--- src/rtl/wb_arbiter.sv ---
// wb_arbiter: two-master Wishbone arbiter onto one shared slave bus.
// A master keeps the bus for as long as it holds CYC; there is no preemption.
// When both masters ask from IDLE, the one that was not the last owner wins.
// A watchdog ends a stalled strobe with ERR to the owner and a TMO_O pulse.
//
// Ports:
//   CLK_I, RST_I          clock, asynchronous active-low reset
//   Mn_*_I  (n = 0,1)     master request: ADR, DAT, WE, SEL, STB, CYC
//   Mn_DAT_O              read data (S_DAT_I broadcast to both masters)
//   Mn_ACK_O, Mn_ERR_O    termination, routed only to the current owner
//   S_*_O                 shared slave bus (all zero when idle)
//   S_DAT_I, S_ACK_I, S_ERR_I  slave response
//   GNT_O                 one-hot grant decoded from the state register (00 = idle)
//   TMO_O                 one-cycle pulse when the watchdog expires
module wb_arbiter #(
  parameter int unsigned AW      = 16,
  parameter int unsigned DW      = 8,
  parameter int unsigned SW      = 1,
  parameter int unsigned TIMEOUT = 255
) (
  input  logic          CLK_I,
  input  logic          RST_I,
  input  logic [AW-1:0] M0_ADR_I,
  input  logic [DW-1:0] M0_DAT_I,
  input  logic          M0_WE_I,
  input  logic [SW-1:0] M0_SEL_I,
  input  logic          M0_STB_I,
  input  logic          M0_CYC_I,
  output logic [DW-1:0] M0_DAT_O,
  output logic          M0_ACK_O,
  output logic          M0_ERR_O,
  input  logic [AW-1:0] M1_ADR_I,
  input  logic [DW-1:0] M1_DAT_I,
  input  logic          M1_WE_I,
  input  logic [SW-1:0] M1_SEL_I,
  input  logic          M1_STB_I,
  input  logic          M1_CYC_I,
  output logic [DW-1:0] M1_DAT_O,
  output logic          M1_ACK_O,
  output logic          M1_ERR_O,
  output logic [AW-1:0] S_ADR_O,
  output logic [DW-1:0] S_DAT_O,
  output logic          S_WE_O,
  output logic [SW-1:0] S_SEL_O,
  output logic          S_STB_O,
  output logic          S_CYC_O,
  input  logic [DW-1:0] S_DAT_I,
  input  logic          S_ACK_I,
  input  logic          S_ERR_I,
  output logic [1:0]    GNT_O,
  output logic          TMO_O
);

  // At least 8 bits, and always wide enough to hold TIMEOUT.
  localparam int unsigned TW = $clog2(TIMEOUT + 1);
  localparam int unsigned CW = (TW > 8) ? TW : 8;

  typedef enum logic [1:0] {StIdle, StOwn0, StOwn1} state_e;

  state_e        state_q, state_d;
  logic          last_q, last_d;
  logic [CW-1:0] wdog_q, wdog_d;

  logic own0, own1, term, expire;

  assign own0 = (state_q == StOwn0);
  assign own1 = (state_q == StOwn1);
  assign term = S_ACK_I | S_ERR_I;

  // A real ACK/ERR in the expiry cycle takes precedence over the watchdog.
  assign expire = (TIMEOUT != 0) && S_STB_O && !term && (wdog_q == CW'(TIMEOUT));

  // Slave bus mux
  always_comb begin
    S_ADR_O = '0;
    S_DAT_O = '0;
    S_WE_O  = 1'b0;
    S_SEL_O = '0;
    S_STB_O = 1'b0;
    S_CYC_O = 1'b0;
    unique case (state_q)
      StOwn0: begin
        S_ADR_O = M0_ADR_I;
        S_DAT_O = M0_DAT_I;
        S_WE_O  = M0_WE_I;
        S_SEL_O = M0_SEL_I;
        S_STB_O = M0_STB_I;
        S_CYC_O = M0_CYC_I;
      end
      StOwn1: begin
        S_ADR_O = M1_ADR_I;
        S_DAT_O = M1_DAT_I;
        S_WE_O  = M1_WE_I;
        S_SEL_O = M1_SEL_I;
        S_STB_O = M1_STB_I;
        S_CYC_O = M1_CYC_I;
      end
      default: ;
    endcase
  end

  assign M0_DAT_O = S_DAT_I;
  assign M1_DAT_O = S_DAT_I;
  assign M0_ACK_O = S_ACK_I & ~S_ERR_I & M0_STB_I & own0;
  assign M1_ACK_O = S_ACK_I & ~S_ERR_I & M1_STB_I & own1;
  assign M0_ERR_O = (S_ERR_I | expire) & M0_STB_I & own0;
  assign M1_ERR_O = (S_ERR_I | expire) & M1_STB_I & own1;
  assign GNT_O    = {own1, own0};
  assign TMO_O    = expire;

  // Next-state logic
  always_comb begin
    state_d = state_q;
    last_d  = last_q;
    unique case (state_q)
      StIdle: begin
        if (M0_CYC_I && M1_CYC_I) begin
          state_d = last_q ? StOwn0 : StOwn1;
        end else if (M0_CYC_I) begin
          state_d = StOwn0;
        end else if (M1_CYC_I) begin
          state_d = StOwn1;
        end
      end
      StOwn0: begin
        if (!M0_CYC_I) begin
          state_d = M1_CYC_I ? StOwn1 : StIdle;
          last_d  = 1'b0;
        end
      end
      StOwn1: begin
        if (!M1_CYC_I) begin
          state_d = M0_CYC_I ? StOwn0 : StIdle;
          last_d  = 1'b1;
        end
      end
      default: state_d = StIdle;
    endcase
  end

  // Watchdog: counts stalled strobe cycles; held at zero when disabled.
  always_comb begin
    wdog_d = wdog_q + 1'b1;
    if ((TIMEOUT == 0) || (state_d != state_q) || !S_STB_O || term || expire) begin
      wdog_d = '0;
    end
  end

  always_ff @(posedge CLK_I or negedge RST_I) begin
    if (!RST_I) begin
      state_q <= StIdle;
      last_q  <= 1'b1;
      wdog_q  <= '0;
    end else begin
      state_q <= state_d;
      last_q  <= last_d;
      wdog_q  <= wdog_d;
    end
  end

endmodule

--- config.mk ---
export PLATFORM = sky130hd
export DESIGN_NAME = wb_arbiter
export DESIGN_NICKNAME = d
export VERILOG_FILES = /design/src/rtl/wb_arbiter.sv
export SDC_FILE = /design/constraint.sdc
export NUM_CORES = 1
export LEC_CHECK = 0
export CAP_MARGIN = 20
export CORE_ASPECT_RATIO = 1.4
export CORE_MARGIN = 5
export CORE_UTILIZATION = 32
export CTS_CLUSTER_DIAMETER = 50
export DETAILED_ROUTE_END_ITERATION = 8
export GPL_TIMING_DRIVEN = 0
export HOLD_SLACK_MARGIN = 0.15
export PLACE_DENSITY_LB_ADDON = 0.1
export SYNTH_ARGS = -nofsm -noshare
export SYNTH_HDL_FRONTEND = slang
export SYNTH_SLANG_ARGS = --single-unit
--- constraint.sdc ---
create_clock -name CLK_I -period 3 [get_ports CLK_I]
set_input_delay 0.6 -clock CLK_I [delete_from_list [all_inputs] [get_ports CLK_I]]
set_output_delay 0.6 -clock CLK_I [all_outputs]
set_load 0.05 [all_outputs]
## Word-level counts from Yosys, hierarchy flattened

Cells that the tools add are included.

| storage, ports and cells | value |
|---|---|
| register bits | 11 |
| input bits | 68 |
| output and inout port bits | 51 |

| cells by class | value |
|---|---|
| add/sub/neg operators | 1 |
| equality and inequality tests | 6 |
| muxes and demuxes | 19 |
| bitwise operators | 12 |
| reductions and logical operators | 11 |

Operators by type and width:

| cell | count |
|---|---|
| $pmux 16 s2 | 1 |
| $pmux 8 s2 | 1 |
| $mux 2 | 7 |
| $pmux 1 s2 | 5 |
| $and 1x1->1 | 9 |
| $add 8x1->8 const B | 1 |
| $eq 8x8->1 const B | 1 |
| $mux 8 | 1 |
| $pmux 2 s3 | 1 |
| $ne 2x2->1 const B | 2 |
| $logic_and 1x1->1 | 3 |
| $logic_or 1x1->1 | 3 |
| $mux 1 | 3 |
| $reduce_and 3->1 | 1 |
| $eq 2x1->1 const B | 1 |
| $eq 2x2->1 const B | 1 |
| $logic_not 1->1 | 2 |
| $logic_not 2->1 | 1 |
| $ne 2x2->1 | 1 |
| $or 1x1->1 | 2 |
| $reduce_bool 2->1 | 1 |
| $not 1->1 | 1 |

## Depth between registers and ports, before layout

| depth | value |
|---|---|
| depth in word-level cells | 9 |
| gate-level depth with buffers | 7 |
| mapped depth without buffers | 6 |

## Worst setup path after synthesis

No wires, ideal clock.

| timing path | value |
|---|---|
| path kind | register -> output |
| from | reg state_q[0] |
| to | out M1_ACK_O |
| arrival | 2.637 ns |
| slack | -0.237 ns |
| stages on the path, launching flop included | 7 |
| path buffers | 2 |
| cells stage by stage | dfrtp_1 > inv_1 > ha_1 > clkbuf_1 > clkbuf_1 > nand2_1 > nor3b_1 |

| on the way | value |
|---|---|
| word-level cells in the longest chain between the ends | 2 |

Ends and longest elaborated chain:

| what | line | RTL |
|---|---|---|
| from (decl) | 60 | `state_e state_q, state_d;` |
| from (signal assigned) | 151 | `state_q <= StIdle;` |
| from (signal assigned) | 155 | `state_q <= state_d;` |
| $eq 2x2->1 | 67 | `assign own1 = (state_q == StOwn1);` |
| $and 1x1->1 | 105 | `assign M1_ACK_O = S_ACK_I & ~S_ERR_I & M1_STB_I & own1;` |
| to (decl) | 39 | `output logic M1_ACK_O,` |

No other way between the ends.

## Worst setup path after layout

| timing path | value |
|---|---|
| from | reg state_q[0] |
| to | out S_DAT_O[7] |

| on the way | value |
|---|---|
| word-level cells in the longest chain between the ends | 2 |
| elaborated cells on any way between the ends | 3 |
| classes of those cells | eq/ne (2); mux (1) |

Ends and longest elaborated chain:

| what | line | RTL |
|---|---|---|
| $eq 2x2->1 or $eq 2x1->1 (tied branches) | 81 | `unique case (state_q)` |
| $pmux 8 s2 (*) | 81 |  |
| to (decl) | 42 | `output logic [DW-1:0] S_DAT_O,` |

Mark *: on every way between the ends. The rest lies on a longest branch, timed or not.

==> reports/results.tsv <==
stage	metric	value	unit
timing	fmax	346	MHz
timing	final hold vios	0	
final_layout	share of post-route cells with drive strength above 1	24.4	%
synthesis	post-synth cell types	39	
worst_setup_path	end of the worst register-to-register path	wdog_q[5]	
pwr	Pwr Total	2070	uW
final_layout	P&R area growth vs syn	89.9	%
placed_design	IO Port Bufs	110	
clock_tree	clk buf depth	2	
worst_setup_path	Worst Path Required	2.40	ns
timing	Rel. slew slack	39.1	%
detailed_routing	Final ANT Viol Nets	0	
timing	Worst Hold Slack	0.524	ns
detailed_routing	final wirelength	5110	um
pwr	total net switching power	1190	uW
timing	skew final	0.00385	ns
synthesis	mux share of post-synthesis cell area	1.61	%
timing	Slew Limit Fails	0	
clock_tree	CTS tree	built	
global_routing	Global Route Usage Sum	18.4	%
synthesis	mapped cell area	1330	um^2
synthesis	Mapped Avg Cell Area	8.03	um^2
synthesis	largest family of logic cells by synthesized area	simple AND/OR/NAND/NOR gates	
clock_tree	Num CTS Buffers	3	
worst_hold_path	Hold Crit Start	wdog_q[0]	
synthesis	Post-Synth Adder-Cell Area	5.67	%
pwr	Int Power	876	uW
detailed_routing	Via-to-Cell Ratio	5.01	
placed_design	DP HPWL	4290	um
pwr	worst vdd ir	0.516	mV
detailed_routing	routed len/inst	15.9	um
placed_design	routability cong.	0.764	
clock_tree	Sink Count	11	
floorplanning	I/O Pins	119	
detailed_routing	DR iter-0 viols	72	
worst_setup_path	Worst EP arrival	2.29	ns
worst_setup_path	crit path launch type	flop	
pwr	switching share of power	57.7	%
global_routing	GRT overflow	0	
synthesis	syn_nets	239	
worst_hold_path	Worst Hold Depth	1	
timing	crit path time final	2.89	ns
pwr	Logic pwr share	82.9	%
detailed_routing	top layer used by detailed routing	met4	
synthesis	EDFF count, synth	0	
synthesis	FFs w/ async S/R, synth	100	%
synthesis	post-synthesis compound-gate area fraction	23.8	%
detailed_routing	met3 wire length	573	um
detailed_routing	Pre-antenna DRT Iters	3	
worst_setup_path	crit path kind	flop to output pin	
clock_tree	H-tree depth	1	
placed_design	DP Area	2480	um^2
final_layout	design area	2520	um^2
worst_setup_path	crit end category	output pin	
worst_setup_path	r2r startpoint	state_q[0]	
clock_tree	clock root buffer	clkbuf_8	
pwr	sequential share of power	9.8	%
timing	Final Cycle Share	96.3	%
floorplanning	initial core utilization	33.2	%
pwr	clock network fraction of total power	7.3	%
flow_run	Max-cap violations	0	
synthesis	Synth top area share	18.9	%
synthesis	FF+latch count, synth	11	
clock_tree	setup bufs post-CTS	0	
synthesis	synth warn	0	
global_routing	largest net degree at the start of global routing	12	
floorplanning	FP Rows	27	
detailed_routing	met1 wire length	1760	um
worst_setup_path	R2R cell count	7	
worst_hold_path	HP Class	flop to flop	
detailed_routing	via count	1613	
timing	worst-margin pin slew	0.889	ns
final_layout	antenna cells	0	
floorplanning	Core ar.	3990	um^2
synthesis	Seq/Total Area, Yosys	20.9	%
synthesis	Synth Area in XOR/XNOR	3.31	%
floorplanning	chip width	64.4	um
pwr	pwr dens	822	nW/um^2
global_routing	antenna violations before repair	0	
timing	RSZ-0062 raised after global routing	false	
clock_tree	clock-pin slew on the worst setup and hold paths	0.05	ns
final_layout	NumNets Final	354	
worst_setup_path	critical path fanouts, max	10	
pwr	Leak	0.00101	uW
global_routing	vias in the first global route	1750	
floorplanning	die area	5550	um^2
synthesis	ys flop type	dfrtp_1	
timing	final setup fails	0	
worst_setup_path	FF-to-FF setup slack	0.54	ns
synthesis	Cells after Synth	165	
synthesis	Simple-Gate Fraction of Synth Area	30.8	%
synthesis	Synth area leaders	dfrtp_1 19%, a22oi_1 16%, nor2b_1 13%	
clock_tree	clk_lat worst skew	0.24	ns
worst_hold_path	WHS Endpoint	wdog_q[0]	
global_routing	first-pass GRT wire length	8160	um
clock_tree	Post-CTS Hold Buffers	0	
synthesis	Synth area leader	dfrtp_1	
status	outcome	finished, final reports clean	
detailed_routing	DRC viols	0	
detailed_routing	met2 wire length	2710	um
floorplanning	Vert. Die Dim	86.1	um
-- stage by stage --
step                util [%]  setup slack (ns)  cells  TNS [ns]
floorplan                  -             0.188    165         0
global route            63.1         0.0000717    322         0
detailed placement      62.3            -0.578    318    -12.70
finish                  63.1             0.112    322         0
global placement        62.3            -0.557    318    -11.71
CTS                     64.6           0.00227    322         0
-- routing by layer --
metal,GRT usage (%),up-vias
met4,5.58,0
met3,8.39,5
li1,-,805
met5,0,-
met1,17.8,738
met2,34.5,65
-- final cells by class --
cell class | count | area (um^2)
inverter | 3 | 11.3
timing repair buffer | 110 | 1070
fill | 381 | 1470
clock buffer | 4 | 45.0
tap | 43 | 53.8
multi-input combinational | 123 | 871
buffer | 28 | 186
sequential | 11 | 277
-- worst max path at each step --
stage / end / cells after the start / slack, ns / from
final: S_DAT_O[7] / 7 / 0.11 / state_q[0]
after global routing: S_ADR_O[5] / 7 / 0.00007 / state_q[0]
after CTS: M1_ACK_O / 7 / 0.002 / state_q[0]
after detailed placement: M1_ACK_O / 7 / -0.58 / state_q[0]
after global placement: M1_ACK_O / 7 / -0.56 / state_q[0]
after floorplan: S_ADR_O[10] / 6 / 0.19 / state_q[0]
-- critical path, cell delays in order (launching register included) --
cell and delay, ns:
dfrtp_1 0.46, inv_1 0.16, ha_2 0.28, clkbuf_2 0.24, clkbuf_2 0.26, a22oi_1 0.12
nor2b_1 0.13, clkdlybuf4s15_2 0.38
-- power groups by stage --
| stage | logic [uW] | registers (uW) | clock network (uW) |
|---|---|---|---|
| floorplan | 1210 | 196 | 0 |
| CTS | 1750 | 203 | 154 |
| global route | 1840 | 206 | 160 |
| finish | 1710 | 204 | 150 |
| global placement | 1770 | 205 | 0 |
| detailed placement | 1770 | 204 | 0 |
-- synthesized netlist by cell type (2+ instances only) --
master	number
a22oi_1	28
nor2b_1	28
buf_4	18
dfrtp_1	10
clkbuf_1	9
nand2_1	9
nor2_1	7
ha_1	6
nor3_1	5
inv_1	3
nand3_1	3
nand3b_1	3
o21ai_0	3
xnor2_1	3
a2111oi_0	2
a21oi_1	2
and3_1	2
nand2b_1	2
xor2_1	2
-- registers in the layout (all words and copies together), names as in the netlist --
signal   cells
state_q      2
wdog_q       8
last_q       1
-- kinds of logic after synthesis --
family,after synthesis
and+or+nand+nor,67
AOI/OAI and AO/OA,43
buffers and inverters,31
DFF,11
adders and majority gates,6
xor gates and xnor gates,5
muxes,2
-- cells in the final DEF, fill, tap and decap left out, types with 2 or more instances in the layout --
cell type,instances
clkdlybuf4s50_1,78
a22oi_1,28
nor2b_1,28
clkdlybuf4s15_2,19
buf_4,18
buf_2,10
dfrtp_1,10
nand2_1,9
clkbuf_2,8
nor2_1,7
nor3_1,5
ha_1,5
inv_1,3
o21ai_0,3
nand3b_1,3
nand3_1,3
xnor2_1,3
clkbuf_8,3
a21oi_1,2
clkbuf_1,2
and3_1,2
nand2b_1,2
a2111oi_0,2
xor2_1,2
dlygate4sd2_1,2
-- what timing repair did --
action / CTS / global route
resized for setup: 100 / 22
gates cloned: 0 / 0
endpoints found under the setup margin: 32 / 29
pin swaps: 0 / 0
No activity file was read; power rests on OpenSTA's default activity.
